**src/rtl/pipe_stage_reg_pkg.sv**
```systemverilog
// Shared types and constants for the CPU stage-boundary pipeline registers.
// Holds the skid-buffer state encoding and the RV32 NOP used to build bubbles.
// Stage wrappers import this package to construct their BUBBLE parameter.
package pipe_stage_reg_pkg;

  // Occupancy of the two-entry skid buffer; 2'b11 is unused and recovers to EMPTY.
  typedef enum logic [1:0] {
    EMPTY = 2'b00,
    HALF  = 2'b01,
    FULL  = 2'b10
  } pipe_skid_state_t;

  // addi x0, x0, 0 -- canonical RISC-V NOP, the bubble for instruction-carrying stages.
  localparam logic [31:0] RV_NOP_INSN = 32'h0000_0013;

  // The skid stage can take a new beat in every state except FULL.
  function automatic logic skid_accepts(input pipe_skid_state_t st);
    return st != FULL;
  endfunction

endpackage

```
**src/rtl/pipe_stage_reg.sv**
```systemverilog
// Generic valid/ready pipeline register with flush and optional 2-entry skid buffer.
// Latency: 1 cycle from input fire to o_valid when empty; sustains 1 beat/cycle.
// Backpressure: SKID=1 registers o_ready (state != FULL); SKID=0 drives o_ready = ~o_valid | i_ready.
module pipe_stage_reg
  import pipe_stage_reg_pkg::*;
#(
  parameter int unsigned      WIDTH  = 32,
  parameter logic [WIDTH-1:0] BUBBLE = '0,
  parameter bit               SKID   = 1'b1
) (
  input  logic             i_clk,
  input  logic             i_rst_n,
  input  logic             i_flush,
  input  logic             i_valid,
  output logic             o_ready,
  input  logic [WIDTH-1:0] i_data,
  output logic             o_valid,
  input  logic             i_ready,
  output logic [WIDTH-1:0] o_data
);

  // Handshake events shared by both implementations.
  logic in_fire;
  logic out_fire;

  generate
    if (SKID) begin : g_skid
      // M is always the head of the queue; S only holds a beat while FULL.
      pipe_skid_state_t state_q, state_d;
      logic [WIDTH-1:0] m_q, m_d;
      logic [WIDTH-1:0] s_q, s_d;
      logic             rdy_q;
      logic             head_vld;

      assign head_vld = (state_q == HALF) || (state_q == FULL);
      assign in_fire  = i_valid & rdy_q;
      assign out_fire = head_vld & i_ready;

      // Next-state and datapath: flush wins over any handshake, an illegal encoding falls back to EMPTY.
      always_comb begin
        state_d = state_q;
        m_d     = m_q;
        s_d     = s_q;
        if (i_flush) begin
          state_d = EMPTY;
          m_d     = BUBBLE;
          s_d     = BUBBLE;
        end else begin
          case (state_q)
            EMPTY: begin
              if (in_fire) begin
                m_d     = i_data;
                state_d = HALF;
              end
            end
            HALF: begin
              if (in_fire && out_fire) begin
                m_d = i_data;
              end else if (in_fire) begin
                s_d     = i_data;
                state_d = FULL;
              end else if (out_fire) begin
                state_d = EMPTY;
              end
            end
            FULL: begin
              if (out_fire) begin
                m_d     = s_q;
                state_d = HALF;
              end
            end
            default: begin
              state_d = EMPTY;
              m_d     = BUBBLE;
              s_d     = BUBBLE;
            end
          endcase
        end
      end

      // State, payload and registered ready; ready is low while reset is held.
      always_ff @(posedge i_clk) begin
        if (!i_rst_n) begin
          state_q <= EMPTY;
          m_q     <= BUBBLE;
          s_q     <= BUBBLE;
          rdy_q   <= 1'b0;
        end else begin
          state_q <= state_d;
          m_q     <= m_d;
          s_q     <= s_d;
          rdy_q   <= skid_accepts(state_d);
        end
      end

      assign o_ready = rdy_q;
      assign o_valid = head_vld;
      assign o_data  = head_vld ? m_q : BUBBLE;

    end else begin : g_single
      // Single register; ready looks through to downstream so a stalled full stage refills on drain.
      logic             v_q, v_d;
      logic [WIDTH-1:0] m_q, m_d;
      logic             rdy;

      assign rdy      = i_rst_n & (~v_q | i_ready);
      assign in_fire  = i_valid & rdy;
      assign out_fire = v_q & i_ready;

      // Next-state: flush drops everything, a new beat replaces the head, a lone drain empties.
      always_comb begin
        v_d = v_q;
        m_d = m_q;
        if (i_flush) begin
          v_d = 1'b0;
          m_d = BUBBLE;
        end else if (in_fire) begin
          v_d = 1'b1;
          m_d = i_data;
        end else if (out_fire) begin
          v_d = 1'b0;
        end
      end

      // Valid flag and payload register.
      always_ff @(posedge i_clk) begin
        if (!i_rst_n) begin
          v_q <= 1'b0;
          m_q <= BUBBLE;
        end else begin
          v_q <= v_d;
          m_q <= m_d;
        end
      end

      assign o_ready = rdy;
      assign o_valid = v_q;
      assign o_data  = v_q ? m_q : BUBBLE;
    end
  endgenerate

endmodule
```
**config.mk**
```make
export PLATFORM = sky130hd
export DESIGN_NAME = pipe_stage_reg
export DESIGN_NICKNAME = d
export VERILOG_FILES = /design/src/rtl/pipe_stage_reg_pkg.sv /design/src/rtl/pipe_stage_reg.sv
export SDC_FILE = /design/constraint.sdc
export NUM_CORES = 1
export LEC_CHECK = 0
export ABC_AREA = 1
export CAP_MARGIN = 30
export CORE_MARGIN = 1
export CORE_UTILIZATION = 35
export CTS_CLUSTER_DIAMETER = 50
export DETAILED_ROUTE_END_ITERATION = 6
export SYNTH_ARGS = -nofsm -noshare
export SYNTH_HDL_FRONTEND = slang
export SYNTH_SLANG_ARGS = --single-unit
```
**constraint.sdc**
```tcl
create_clock -name i_clk -period 3.7 [get_ports i_clk]
set_input_delay 0.37 -clock i_clk [delete_from_list [all_inputs] [get_ports i_clk]]
set_output_delay 0.37 -clock i_clk [all_outputs]
set_load 0.02 [all_outputs]
```
======== Yosys cells after proc, flatten, opt, wreduce, memory -nomap -nowiden ========
Index checks and enable logic that the tools add are counted.
operators by class
  $add $sub $neg .......................... 0
  multipliers ............................. 0
  divide/modulo/power cells ............... 0
  $lt $le $gt $ge ......................... 0
  equal/unequal tests ..................... 8
  shifts and indexed selects .............. 0
  mux-type cells .......................... 14
  bitwise operators ....................... 4
  reductions and logical operators ........ 7
operators by type and width
  operator            number
  $mux 32             5
  $pmux 32 s3         1
  $pmux 32 s2         1
  $mux 2              6
  $ne 2x2->1 const B  5
  $pmux 2 s3          1
  $reduce_and 3->1    2
  $reduce_or 2->1     2
  $and 1x1->1         2
  $eq 2x1->1 const B  1
  $eq 2x2->1 const B  1
  $logic_not 2->1     1
  $ne 2x1->1 const B  1
  $not 1->1           2
  $logic_and 1x1->1   1
  $logic_or 1x1->1    1
storage, ports and cells
  bits in registers ....................... 67
  latch bits .............................. 0
  memory bits (writable) .................. 0
  bits in read-only memories .............. 0
  bits of input ports ..................... 37
  output and inout bits ................... 34
  word-level logic and storage cells ...... 37
  memories ................................ 0

======== Longest topological paths before layout ========
Gate-level depths: netlist of run 1.
  word-level depth ........................ 9
  depth in mapped cells ................... 11
  depth with buffers taken out ............ 10

======== Worst setup path after synthesis of run 1 ========
OpenSTA, ideal clock, no wires.
  path kind ............................... register to output
  from .................................... register g_skid.state_q[0]
  to ...................................... output port o_data[10]
  arrival time ............................ 1,493 ps
  data required time ...................... 3,330 ps
  path slack .............................. 1,837 ps
  cell stages (with the launch flop) ...... 7
  path buffers ............................ 2
  path through ............................ dfxtp_1 > inv_1 > ha_1 > buf_4 > clkbuf_1 > nand2_1 > inv_1
on the way
  longest elaborated chain between the ends .. 3
  elaborated cells between the ends (all ways) .. 4
  classes of those cells .................. 2 x eq/ne; 1 x mux; 1 x reduce/logical
RTL lines
  item                                      RTL line              source
  start, declared                           pipe_stage_reg.sv:29  pipe_skid_state_t state_q, state_d;
  start signal, assigned                    pipe_stage_reg.sv:89  state_q <= state_d;
  $eq 2x1->1 or $eq 2x2->1 (tied branches)  pipe_stage_reg.sv:35  assign head_vld = (state_q == HALF) || (state_q == FULL);
  $logic_or 1x1->1 (*)                      pipe_stage_reg.sv:35
  via o_valid                               pipe_stage_reg.sv:17  output logic o_valid,
  $mux 32 (*)                               pipe_stage_reg.sv:98  assign o_data = head_vld ? m_q : BUBBLE;
  end, declared                             pipe_stage_reg.sv:19  output logic [WIDTH-1:0] o_data
The timed path passes the listed nets; every way through them passes the cells marked *.

======== Final worst setup path of run 1 ========
  from .................................... register g_skid.state_q[0]
  to ...................................... output port o_data[1]
on the way
  longest elaborated chain between the ends .. 3
  elaborated cells between the ends (all ways) .. 4
  classes of those cells .................. 2 x eq/ne; 1 x mux; 1 x reduce/logical
RTL lines
  item                                      RTL line
  $eq 2x1->1 or $eq 2x2->1 (tied branches)  pipe_stage_reg.sv:35
  $logic_or 1x1->1 (*)                      pipe_stage_reg.sv:35
  $mux 32 (*)                               pipe_stage_reg.sv:98
Every way passes the cells marked *; elsewhere a longest branch is shown, timed or not.

==> parameters.txt, run 1 <==
Parameter                              Value

Outcome
  Run status ... complete, no violations

Final layout
  Combined area of the multi-input logic cells ... 1810 um^2
  Number of nets in the finished design ... 687
  Antenna Cells ... 0
  Area added between synthesis and finish ... 26.1%
  Finished Layout Cells ... 783
  Area taken by flip-flops and latches ... 1340 um^2
  # fillers ... 1077
  Share of cells above drive strength 1 ... 4.92%

Detailed routing
  Number of antenna-violating nets in the routed design ... 0
  First-iteration detailed-routing DRC count ... 203
  Routed Wire Length ... 9470 um
  Via total after detailed routing ... 3666
  Number of vias per cell after detailed routing ... 4.68
  DRC errors left ... 0
  Wire per inst ... 12.1 um
  Router iterations before antenna repair ... 5

STA
  Final-report hold violation count ... 0
  Final setup slack of the worst path ... 0.699 ns
  Max transition margin ... 46.7%
  Highest clock frequency the design can meet ... 333 MHz
  Unrepaired setup endpoints after global routing ... false
  Time the worst path needs with I/O delays and setup ... 3.00 ns
  Setup_tns ... 0 ns
  Total setup violations reported at the end of the flow ... 0
  Max-slew violations ... 0
  Portion of the clock cycle consumed by the worst path in the final layout ... 81.1%
  Maximum clock skew at final layout ... 0.00657 ns
  Pin slew with the least headroom to its limit ... 0.798 ns

Placed design
  Worst setup slack after placement ... 0.997 ns
  Number of port buffers ... 70
  Placer's final routability congestion estimate ... 0.793
  Dpl hpwl ... 6200 um
  Cell Count Post-Placement ... 768

Yosys
  Number of synthesized flops with an enable pin ... 0
  Most instantiated library cell after synthesis ... sky130_fd_sc_hd__nand2_1
  Leading post-synthesis cells by cell area ... sky130_fd_sc_hd__dfxtp_1 (37%), sky130_fd_sc_hd__nand2_1 (22%), sky130_fd_sc_hd__inv_1 (7.0%), sky130_fd_sc_hd__nor2_1 (6.8%), sky130_fd_sc_hd__o21ai_0 (6.7%)
  Mean instance size in the synthesized netlist ... 6.10 um^2
  Asr flop ratio synth ... 0%
  Distinct cells, synth ... 23
  Cell area after synthesis ... 3640 um^2
  Part of the Yosys area used for sequential elements ... 36.9%
  Yosys top cell by area ... sky130_fd_sc_hd__dfxtp_1
  Area share of the leading cell type in the synthesized netlist ... 36.9%
  Main synth FF type ... sky130_fd_sc_hd__dfxtp_1
  Synthesis-stage register bit count ... 67
  Ranking of synthesized cells by instance count ... sky130_fd_sc_hd__nand2_1 (214), sky130_fd_sc_hd__inv_1 (68), sky130_fd_sc_hd__dfxtp_1 (67)
  Synthesized instance count ... 597
  Total of warnings raised by yosys ... 0
  Syn nets ... 638

Pwr
  Static leakage power ... 2.00 nW
  Share of power burned in the clock network ... 39.6%
  Sequential group share of total power ... 44.6%
  Internal power ... 1.25 mW
  Switching share of total power ... 26.8%
  Pwr Total ... 1.70 mW
  Max rail drop VDD ... 0.000147 V
  Power density cells ... 371 nW/um^2
  Relative contribution of combinational cells to total power ... 15.8%
  Power spent charging and discharging nets ... 0.456 mW

Clock network
  H-tree depth reported by CTS ... 3
  Total of hold buffers inserted after clock tree synthesis ... 0
  Number of gates given a new drive strength after cts ... 0
  Total CTS buffers ... 9
  Clock insertion delay at the later pin of the skew report ... 0.34 ns
  Number of buffers added for setup after CTS ... 0
  Largest buffer count on any clock path ... 2
  Sink count of the clock tree ... 67
  Root Buffer Master ... sky130_fd_sc_hd__clkbuf_8
  CTS clock-pin slew for the worst setup and hold paths ... 0.07 ns
  CTS tree ... built

Critical path
  Number of cells on the critical path ... 6
  Slowest stage cell on the critical path ... sky130_fd_sc_hd__ha_1
  Register-to-Register Path Depth ... 8
  Biggest fanout along the worst timing path ... 18
  Setup crit start kind ... flip-flop
  Critical path destination ... o_data[1]
  Crit Path Class ... flip-flop to output pin
  Delay of the slowest cell on the worst path ... 0.71 ns
  Ordered list of cells on the worst path ... inv_1, ha_1, buf_4, nand2_1, inv_1, clkdlybuf4s50_1
  R2R Path End ... g_skid.s_q[11]$_SDFFE_PP0P_
  Crit path from ... g_skid.state_q[0]$_SDFF_PN0_
  Number of buffers and inverters on the critical path ... 4
  Data arrival time of the critical path ... 2.63 ns
  Reg-to-reg slack, setup ... 1.02 ns
  CP required ... 3.33 ns
  Category of the worst setup path capture point ... output pin
  Cell with the most instances on the worst path ... sky130_fd_sc_hd__inv_1
  Kind of cell adding the most delay to the critical path ... buffers and inverters
  Worst reg2reg path startpoint ... g_skid.state_q[0]$_SDFF_PN0_

Die
  Core Region ... 9910 um^2
  Area of the die ... 10800 um^2
  Initial cell density of the core ... 36.7%
  Die outline width ... 104 um
  Number of rows created at floorplan ... 36
  Height of the die ... 104 um
  Number of primary I/O pins ... 71

Global route
  Antenna violations before repair ... 0
  Wire length of the first global-routing pass ... 15500 um
  Residual overflow from global routing ... 0
  GR Util All Layers ... 17.6%
  Maximum number of pins on one net before global-route repair ... 65
  Vias in the first global route ... 3192

Min path
  Worst Hold Class ... flip-flop to flip-flop

Job
  Max capacitance violation total ... 0
## flip-flops by register name, summed over array words and instances (netlist names)
name,flops
g_skid.state_q,2
g_skid.m_q,32
g_skid.s_q,32
o_ready,1
## tightest hold or removal path, delay by kind of cell (launching register included)
family	cells	cell delay [ns]
AOI/OAI and AO/OA	1	0.05
DFF	1	0.30
buffers and inverters	1	0.06
## through the flow
step,hold slack [ns],instance area (um^2),util (%)
after floorplan,0.422,3640,-
after global placement,0.429,4350,43.9
after detailed placement,0.437,4380,44.2
after CTS,0.448,4590,46.3
after global routing,0.468,4590,46.3
final,0.447,4590,46.3
## layout by cell type (no fill, tap or decap)
master                            Yosys  routed
sky130_fd_sc_hd__nand2_2              1       1
sky130_fd_sc_hd__clkinvlp_4           0       1
sky130_fd_sc_hd__dfxtp_1             67      67
sky130_fd_sc_hd__o21ai_1             14      14
sky130_fd_sc_hd__ha_2                 0       1
sky130_fd_sc_hd__nor2_1              66      66
sky130_fd_sc_hd__buf_16               0       1
sky130_fd_sc_hd__nor2_2               2       1
sky130_fd_sc_hd__buf_4                3       9
sky130_fd_sc_hd__o21ai_0             49      49
sky130_fd_sc_hd__ha_1                 4       3
sky130_fd_sc_hd__nand2_1            214     214
sky130_fd_sc_hd__clkdlybuf4s50_1      0      70
sky130_fd_sc_hd__inv_1               68      68
sky130_fd_sc_hd__nor2_4               1       2
sky130_fd_sc_hd__a21oi_2              1       1
sky130_fd_sc_hd__clkinv_2             0       2
sky130_fd_sc_hd__a21oi_1             30      30
sky130_fd_sc_hd__nand4_1              4       4
sky130_fd_sc_hd__nand3_1             29      29
sky130_fd_sc_hd__a21boi_1             2       2
sky130_fd_sc_hd__bufinv_16            0       2
sky130_fd_sc_hd__a21boi_0             2       2
sky130_fd_sc_hd__clkbuf_8             0      10
sky130_fd_sc_hd__inv_2                1       1
## cells by family after synthesis
kind of cell | count (synthesis) | share of synthesized area, %
AO/OA/AOI/OAI | 98 | 13.9
AND/OR/NAND/NOR | 317 | 34.4
buffers and inverters | 111 | 13.5
adder cells (fa/ha/maj) | 4 | 1.38
flip-flops | 67 | 36.9
## area by class of cell
cell class | count | share of cell area [%]
clock buffers | 10 | 3.00
clock inverters | 5 | 1.69
inverters | 69 | 5.64
multi-input cells | 419 | 39.5
flip-flops and latches | 67 | 29.2
well taps | 133 | 3.62
repair buffers | 80 | 17.3
## how the worst min path moves through the flow
stage                                 from  slack, ns  cells past startpoint                     endpoint
4_1_cts        g_skid.s_q[15]$_SDFFE_PP0P_       0.45                      2  g_skid.s_q[15]$_SDFFE_PP0P_
2_1_floorplan   g_skid.s_q[0]$_SDFFE_PP0P_       0.42                      2   g_skid.s_q[0]$_SDFFE_PP0P_
6_report       g_skid.s_q[21]$_SDFFE_PP0P_       0.45                      2  g_skid.s_q[21]$_SDFFE_PP0P_
5_1_grt        g_skid.s_q[22]$_SDFFE_PP0P_       0.47                      2  g_skid.s_q[22]$_SDFFE_PP0P_
3_5_place_dp    g_skid.s_q[5]$_SDFFE_PP0P_       0.44                      2   g_skid.s_q[5]$_SDFFE_PP0P_
3_3_place_gp   g_skid.s_q[15]$_SDFFE_PP0P_       0.43                      2  g_skid.s_q[15]$_SDFFE_PP0P_
## layer usage
metal | part of all wire [%] | vias up | global-route usage [%]
li1 | - | 1927 | -
met1 | 50 | 1626 | 25.0
met2 | 43 | 94 | 25.8
met3 | 5.0 | 19 | 3.38
met4 | 2.2 | 0 | 7.55
met5 | 0 | - | 0
## power by group through the flow
| stage | registers, mW | logic [mW] | clock network [mW] |
|---|---|---|---|
| 2_1_floorplan | 0.775 | 0.184 | 0 |
| 3_3_place_gp | 0.776 | 0.265 | 0 |
| 3_5_place_dp | 0.777 | 0.267 | 0 |
| 4_1_cts | 0.760 | 0.268 | 0.688 |
| 5_1_grt | 0.763 | 0.303 | 0.714 |
| 6_report | 0.760 | 0.268 | 0.674 |
Note: power is estimated with default switching activity, not from simulation.
==> run 2: changes to the inputs <==
==> constraint.sdc (replaced) <==
create_clock -name i_clk -period 2.45 [get_ports i_clk]
set_input_delay 0.245 -clock i_clk [delete_from_list [all_inputs] [get_ports i_clk]]
set_output_delay 0.245 -clock i_clk [all_outputs]
set_load 0.02 [all_outputs]
==> parameters.txt, run 2 (synthesized netlist as in run 1, its figures left out) <==
Parameter                              Value

Detailed routing
  Number of antenna-violating nets in the routed design ... 0
  Number of vias per cell after detailed routing ... 4.62
  Wire per inst ... 11.8 um
  Router iterations before antenna repair ... 5
  First-iteration detailed-routing DRC count ... 237
  DRC errors left ... 0
  Via total after detailed routing ... 3632
  Routed Wire Length ... 9280 um

Clock network
  Clock insertion delay at the later pin of the skew report ... 0.34 ns
  Total CTS buffers ... 9
  Largest buffer count on any clock path ... 2
  CTS tree ... built
  Root Buffer Master ... sky130_fd_sc_hd__clkbuf_8
  H-tree depth reported by CTS ... 3
  Total of hold buffers inserted after clock tree synthesis ... 0
  Sink count of the clock tree ... 67
  CTS clock-pin slew for the worst setup and hold paths ... 0.07 ns

STA
  Unrepaired setup endpoints after global routing ... false
  Time the worst path needs with I/O delays and setup ... 2.33 ns
  Final setup slack of the worst path ... 0.122 ns
  Setup_tns ... 0 ns
  Portion of the clock cycle consumed by the worst path in the final layout ... 95.0%
  Maximum clock skew at final layout ... 0.00625 ns
  Highest clock frequency the design can meet ... 429 MHz
  Pin slew with the least headroom to its limit ... 0.630 ns
  Max-slew violations ... 0
  Total setup violations reported at the end of the flow ... 0
  Final-report hold violation count ... 0
  Max transition margin ... 58.0%

Critical path
  Crit Path Class ... flip-flop to output pin
  Biggest fanout along the worst timing path ... 34
  Data arrival time of the critical path ... 2.08 ns
  Setup crit start kind ... flip-flop
  CP required ... 2.20 ns
  Category of the worst setup path capture point ... output pin

Global route
  GR Util All Layers ... 17.2%
  Met3 capacity usage during global routing ... 3.01%
  Vias in the first global route ... 3081
  Residual overflow from global routing ... 0
  GRT met2 Usage ... 25.3%
  Antenna violations before repair ... 0
  Gr busiest metal ... met2
  Maximum number of pins on one net before global-route repair ... 65
  Wire length of the first global-routing pass ... 15300 um
  GR Util met1 ... 25.2%

Final layout
  Most common cell after layout, fill and taps aside ... sky130_fd_sc_hd__nand2_1
  Most frequent cells in the layout ... sky130_fd_sc_hd__nand2_1 (214), sky130_fd_sc_hd__inv_1 (68), sky130_fd_sc_hd__clkdlybuf4s50_1 (68), sky130_fd_sc_hd__nor2_1 (66), sky130_fd_sc_hd__dfxtp_1 (66)
  Share of cells above drive strength 1 ... 5.51%
  Area added between synthesis and finish ... 27.7%
  Antenna Cells ... 0
  Top Registers ... g_skid.m_q: 32 flops, g_skid.s_q: 32 flops, g_skid.state_q: 2 flops
  Number of nets in the finished design ... 690

Placed design
  Dpl hpwl ... 6060 um
  Placer's final routability congestion estimate ... 0.784
  Worst setup slack after placement ... 0.418 ns
  Number of port buffers ... 70

Die
  Die outline width ... 104 um
  Number of primary I/O pins ... 71
  Initial cell density of the core ... 36.7%
  Height of the die ... 104 um
  Area of the die ... 10800 um^2
  Number of rows created at floorplan ... 36
  Core Region ... 9910 um^2

Min path
  Worst Hold Class ... flip-flop to flip-flop

Pwr
  Static leakage power ... 2.05 nW
  Max rail drop VDD ... 0.000311 V
  Power density cells ... 554 nW/um^2

Outcome
  Run status ... complete, no violations

Job
  Max capacitance violation total ... 0
[run 2: repair_timing]
item,4_1_cts,5_1_grt
setup endpoints to repair,0,32
buffers inserted,0,0
gates resized for setup,0,3
endpoints found under the hold margin,0,0
[run 2: power by group]
| part | switching (mW) | total, mW | leakage [nW] | internal [mW] |
|---|---|---|---|---|
| registers | 0.0182 | 1.15 | 0.545 | 1.13 |
| logic | 0.248 | 0.419 | 1.40 | 0.172 |
| clock network | 0.437 | 1.01 | 0.106 | 0.571 |
[run 2: critical path, cell delays in order, from the launching register on]
cell and delay, ns:
sky130_fd_sc_hd__dfxtp_1 0.39, sky130_fd_sc_hd__inv_1 0.10, sky130_fd_sc_hd__ha_1 0.32, sky130_fd_sc_hd__buf_12 0.19, sky130_fd_sc_hd__nand2_1 0.08, sky130_fd_sc_hd__inv_1 0.05, sky130_fd_sc_hd__clkdlybuf4s50_1 0.59
[run 2: area by class of cell]
class / count / area, um^2
Fill cell: 1074 / 5260
Multi-Input combinational cell: 419 / 1810
Sequential cell: 67 / 1340
Timing Repair Buffer: 83 / 853
Inverter: 69 / 259
Tap cell: 133 / 166
Clock buffer: 9 / 124
Clock inverter: 6 / 90.1
[run 2: path summary, 6_finish.rpt]
kind,start,end,slack (ns),cells past startpoint
max,g_skid.state_q[1]$_SDFF_PN0_,o_data[14],0.12,6
min,g_skid.s_q[26]$_SDFFE_PP0P_,g_skid.s_q[26]$_SDFFE_PP0P_,0.44,2
max reg2reg,g_skid.state_q[1]$_SDFF_PN0_,g_skid.m_q[6]$_SDFFE_PP0P_,0.45,11
min reg2reg,g_skid.s_q[26]$_SDFFE_PP0P_,g_skid.s_q[26]$_SDFFE_PP0P_,0.44,2
[run 2: metrics by stage]
stage | power [mW] | hold slack (ns) | cell area, um^2 | util [%] | instances
2_1_floorplan | 1.45 | 0.348 | 3640 | - | 597
3_3_place_gp | 1.59 | 0.428 | 4430 | 44.7 | 771
3_5_place_dp | 1.59 | 0.435 | 4430 | 44.7 | 771
4_1_cts | 2.60 | 0.445 | 4640 | 46.8 | 786
5_1_grt | 2.71 | 0.457 | 4650 | 46.9 | 786
6_report | 2.57 | 0.445 | 4650 | 46.9 | 786
[run 2: routing by layer]
metal  wire length (um)  share of wire, %
met1               4810                52
met5                  0                 0
met4                105               1.1
met2               3870                42
met3                496               5.3
==> run 3: changes to the inputs <==
--- a/config.mk
+++ b/config.mk
@@ -11,6 +11,7 @@
 export CORE_UTILIZATION = 35
 export CTS_CLUSTER_DIAMETER = 50
 export DETAILED_ROUTE_END_ITERATION = 6
+export PLACE_DENSITY_LB_ADDON = 0.25
 export SYNTH_ARGS = -nofsm -noshare
 export SYNTH_HDL_FRONTEND = slang
 export SYNTH_SLANG_ARGS = --single-unit
==> parameters.txt, run 3 (synthesized netlist as in run 1, its figures left out) <==
Parameter                              Value

Placed design
  Dpl hpwl ... 6200 um
  Number of port buffers ... 70
  Placer's final routability congestion estimate ... 0.804
  Cell Count Post-Placement ... 771
  Area post-placement ... 4430 um^2

Die
  Number of rows created at floorplan ... 36
  Core Region ... 9910 um^2
  Area of the die ... 10800 um^2
  Initial cell density of the core ... 36.7%
  Die outline width ... 104 um
  Number of primary I/O pins ... 71
  Height of the die ... 104 um

Global route
  Residual overflow from global routing ... 0
  Vias in the first global route ... 3276
  Antenna violations before repair ... 0
  Maximum number of pins on one net before global-route repair ... 65
  GR Util All Layers ... 17.6%
  Wire length of the first global-routing pass ... 15600 um

STA
  Maximum clock skew at final layout ... 0.00684 ns
  Max transition margin ... 66.6%
  Setup_tns ... 0 ns
  Total setup violations reported at the end of the flow ... 0
  Portion of the clock cycle consumed by the worst path in the final layout ... 95.6%
  Time the worst path needs with I/O delays and setup ... 2.34 ns
  Final-report hold violation count ... 0
  Highest clock frequency the design can meet ... 427 MHz
  Pin slew with the least headroom to its limit ... 0.501 ns
  Worst Hold Margin ... 0.442 ns
  Max-slew violations ... 0

Outcome
  Run status ... complete, no violations

Critical path
  Register-to-Register Path Depth ... 11
  Setup crit start kind ... flip-flop
  Number of buffers and inverters on the critical path ... 4
  Data arrival time of the critical path ... 2.10 ns
  Ordered list of cells on the worst path ... inv_1, ha_1, buf_12, nand2_1, inv_1, clkdlybuf4s50_1
  CP required ... 2.20 ns
  Crit Path Class ... flip-flop to output pin
  Category of the worst setup path capture point ... output pin
  Biggest fanout along the worst timing path ... 34
  Delay of the slowest cell on the worst path ... 0.59 ns
  R2R Path End ... g_skid.m_q[7]$_SDFFE_PP0P_
  Crit path from ... g_skid.state_q[1]$_SDFF_PN0_
  Slowest stage cell on the critical path ... sky130_fd_sc_hd__clkdlybuf4s50_1
  Cell with the most instances on the worst path ... sky130_fd_sc_hd__inv_1
  Reg-to-reg slack, setup ... 0.40 ns
  Kind of cell adding the most delay to the critical path ... buffers and inverters
  Worst reg2reg path startpoint ... g_skid.state_q[1]$_SDFF_PN0_

Detailed routing
  DRC errors left ... 0
  Router iterations before antenna repair ... 4
  Wire per inst ... 11.9 um
  Number of antenna-violating nets in the routed design ... 0
  Routed Wire Length ... 9360 um
  First-iteration detailed-routing DRC count ... 192
  Via total after detailed routing ... 3576
  Number of vias per cell after detailed routing ... 4.54

Pwr
  Static leakage power ... 2.05 nW
  Power spent charging and discharging nets ... 0.682 mW
  Power density cells ... 535 nW/um^2
  Max rail drop VDD ... 0.000223 V
  Switching share of total power ... 27.6%
  Pwr Total ... 2.48 mW
  Share of power burned in the clock network ... 36.7%
  Relative contribution of combinational cells to total power ... 16.9%
  Internal power ... 1.79 mW
  Sequential group share of total power ... 46.4%

Clock network
  Clock insertion delay at the later pin of the skew report ... 0.34 ns
  H-tree depth reported by CTS ... 3
  CTS tree ... built
  Total CTS buffers ... 9
  Largest buffer count on any clock path ... 2
  Sink count of the clock tree ... 67
  Root Buffer Master ... sky130_fd_sc_hd__clkbuf_8
  CTS clock-pin slew for the worst setup and hold paths ... 0.07 ns

Min path
  Number of stages on the worst hold path ... 2
  Worst Hold Class ... flip-flop to flip-flop
  Worst Min Path Start ... g_skid.s_q[5]$_SDFFE_PP0P_
  Hold-critical path endpoint ... g_skid.s_q[5]$_SDFFE_PP0P_

Final layout
  Area added between synthesis and finish ... 27.2%
  Most common cell after layout, fill and taps aside ... sky130_fd_sc_hd__nand2_1
  Share of cells above drive strength 1 ... 5.50%
  Top Registers ... g_skid.m_q: 32 flops, g_skid.s_q: 32 flops, g_skid.state_q: 2 flops
  Post-route cell area ... 4630 um^2
  Antenna Cells ... 0
  Finished Layout Cells ... 787
  Most frequent cells in the layout ... sky130_fd_sc_hd__nand2_1 (214), sky130_fd_sc_hd__inv_1 (68), sky130_fd_sc_hd__clkdlybuf4s50_1 (68), sky130_fd_sc_hd__nor2_1 (66), sky130_fd_sc_hd__dfxtp_1 (66)
  Number of nets in the finished design ... 690

Job
  Max capacitance violation total ... 0
run 3: worst max path at each step:
stage                                  end  slack (ns)  cells past startpoint
2_1_floorplan  g_skid.m_q[17]$_SDFFE_PP0P_        0.62                     11
3_3_place_gp    g_skid.m_q[7]$_SDFFE_PP0P_        0.46                     11
3_5_place_dp    g_skid.m_q[7]$_SDFFE_PP0P_        0.38                     11
4_1_cts                          o_data[1]        0.04                      6
5_1_grt                         o_data[19]      -0.003                      6
6_report                         o_data[1]        0.11                      6
run 3: timing repair:
item,4_1_cts,5_1_grt
hold buffers,0,0
gates resized for setup,0,3
endpoints found under the setup margin,0,27
setup buffers,0,0
run 3: area by class of cell:
type	instances	area, um^2
tap	133	166
multi-input combinational	419	1810
inverter	69	259
clock inverter	5	52.6
fill	1056	5280
sequential	67	1340
clock buffer	11	141
timing repair buffer	83	853
run 3: routing by layer:
metal / track usage, % / vias up / part of all wire (%)
li1: - / 1930 / -
met1: 24.0 / 1539 / 49
met2: 26.7 / 87 / 44
met3: 3.76 / 20 / 4.8
met4: 7.86 / 0 / 2.6
met5: 0 / - / 0
run 3: stage by stage:
step	utilization (%)	setup WS, ns
2_1_floorplan	-	0.616
3_3_place_gp	44.7	0.457
3_5_place_dp	44.7	0.383
4_1_cts	46.6	0.0441
5_1_grt	46.7	-0.00344
6_report	46.7	0.108
run 3: worst reg2reg max path: stages, from the launching register on:
cell                      delay (ns)
sky130_fd_sc_hd__dfxtp_1        0.38
sky130_fd_sc_hd__inv_1          0.09
sky130_fd_sc_hd__ha_1           0.33
sky130_fd_sc_hd__buf_12         0.20
sky130_fd_sc_hd__nand2_2        0.08
sky130_fd_sc_hd__inv_1          0.11
sky130_fd_sc_hd__a21oi_2        0.08
sky130_fd_sc_hd__nor2_4         0.10
sky130_fd_sc_hd__buf_12         0.27
sky130_fd_sc_hd__nand2_1        0.17
sky130_fd_sc_hd__nand2_1        0.10
sky130_fd_sc_hd__nor2_1         0.04
run 3: power by group through the flow:
stage | registers [mW] | clock network, mW | logic, mW
after floorplan | 1.17 | 0 | 0.278
after detailed placement | 1.17 | 0 | 0.418
after CTS | 1.15 | 0.929 | 0.419
after global routing | 1.15 | 0.983 | 0.473
after global placement | 1.17 | 0 | 0.413
final | 1.15 | 0.910 | 0.418
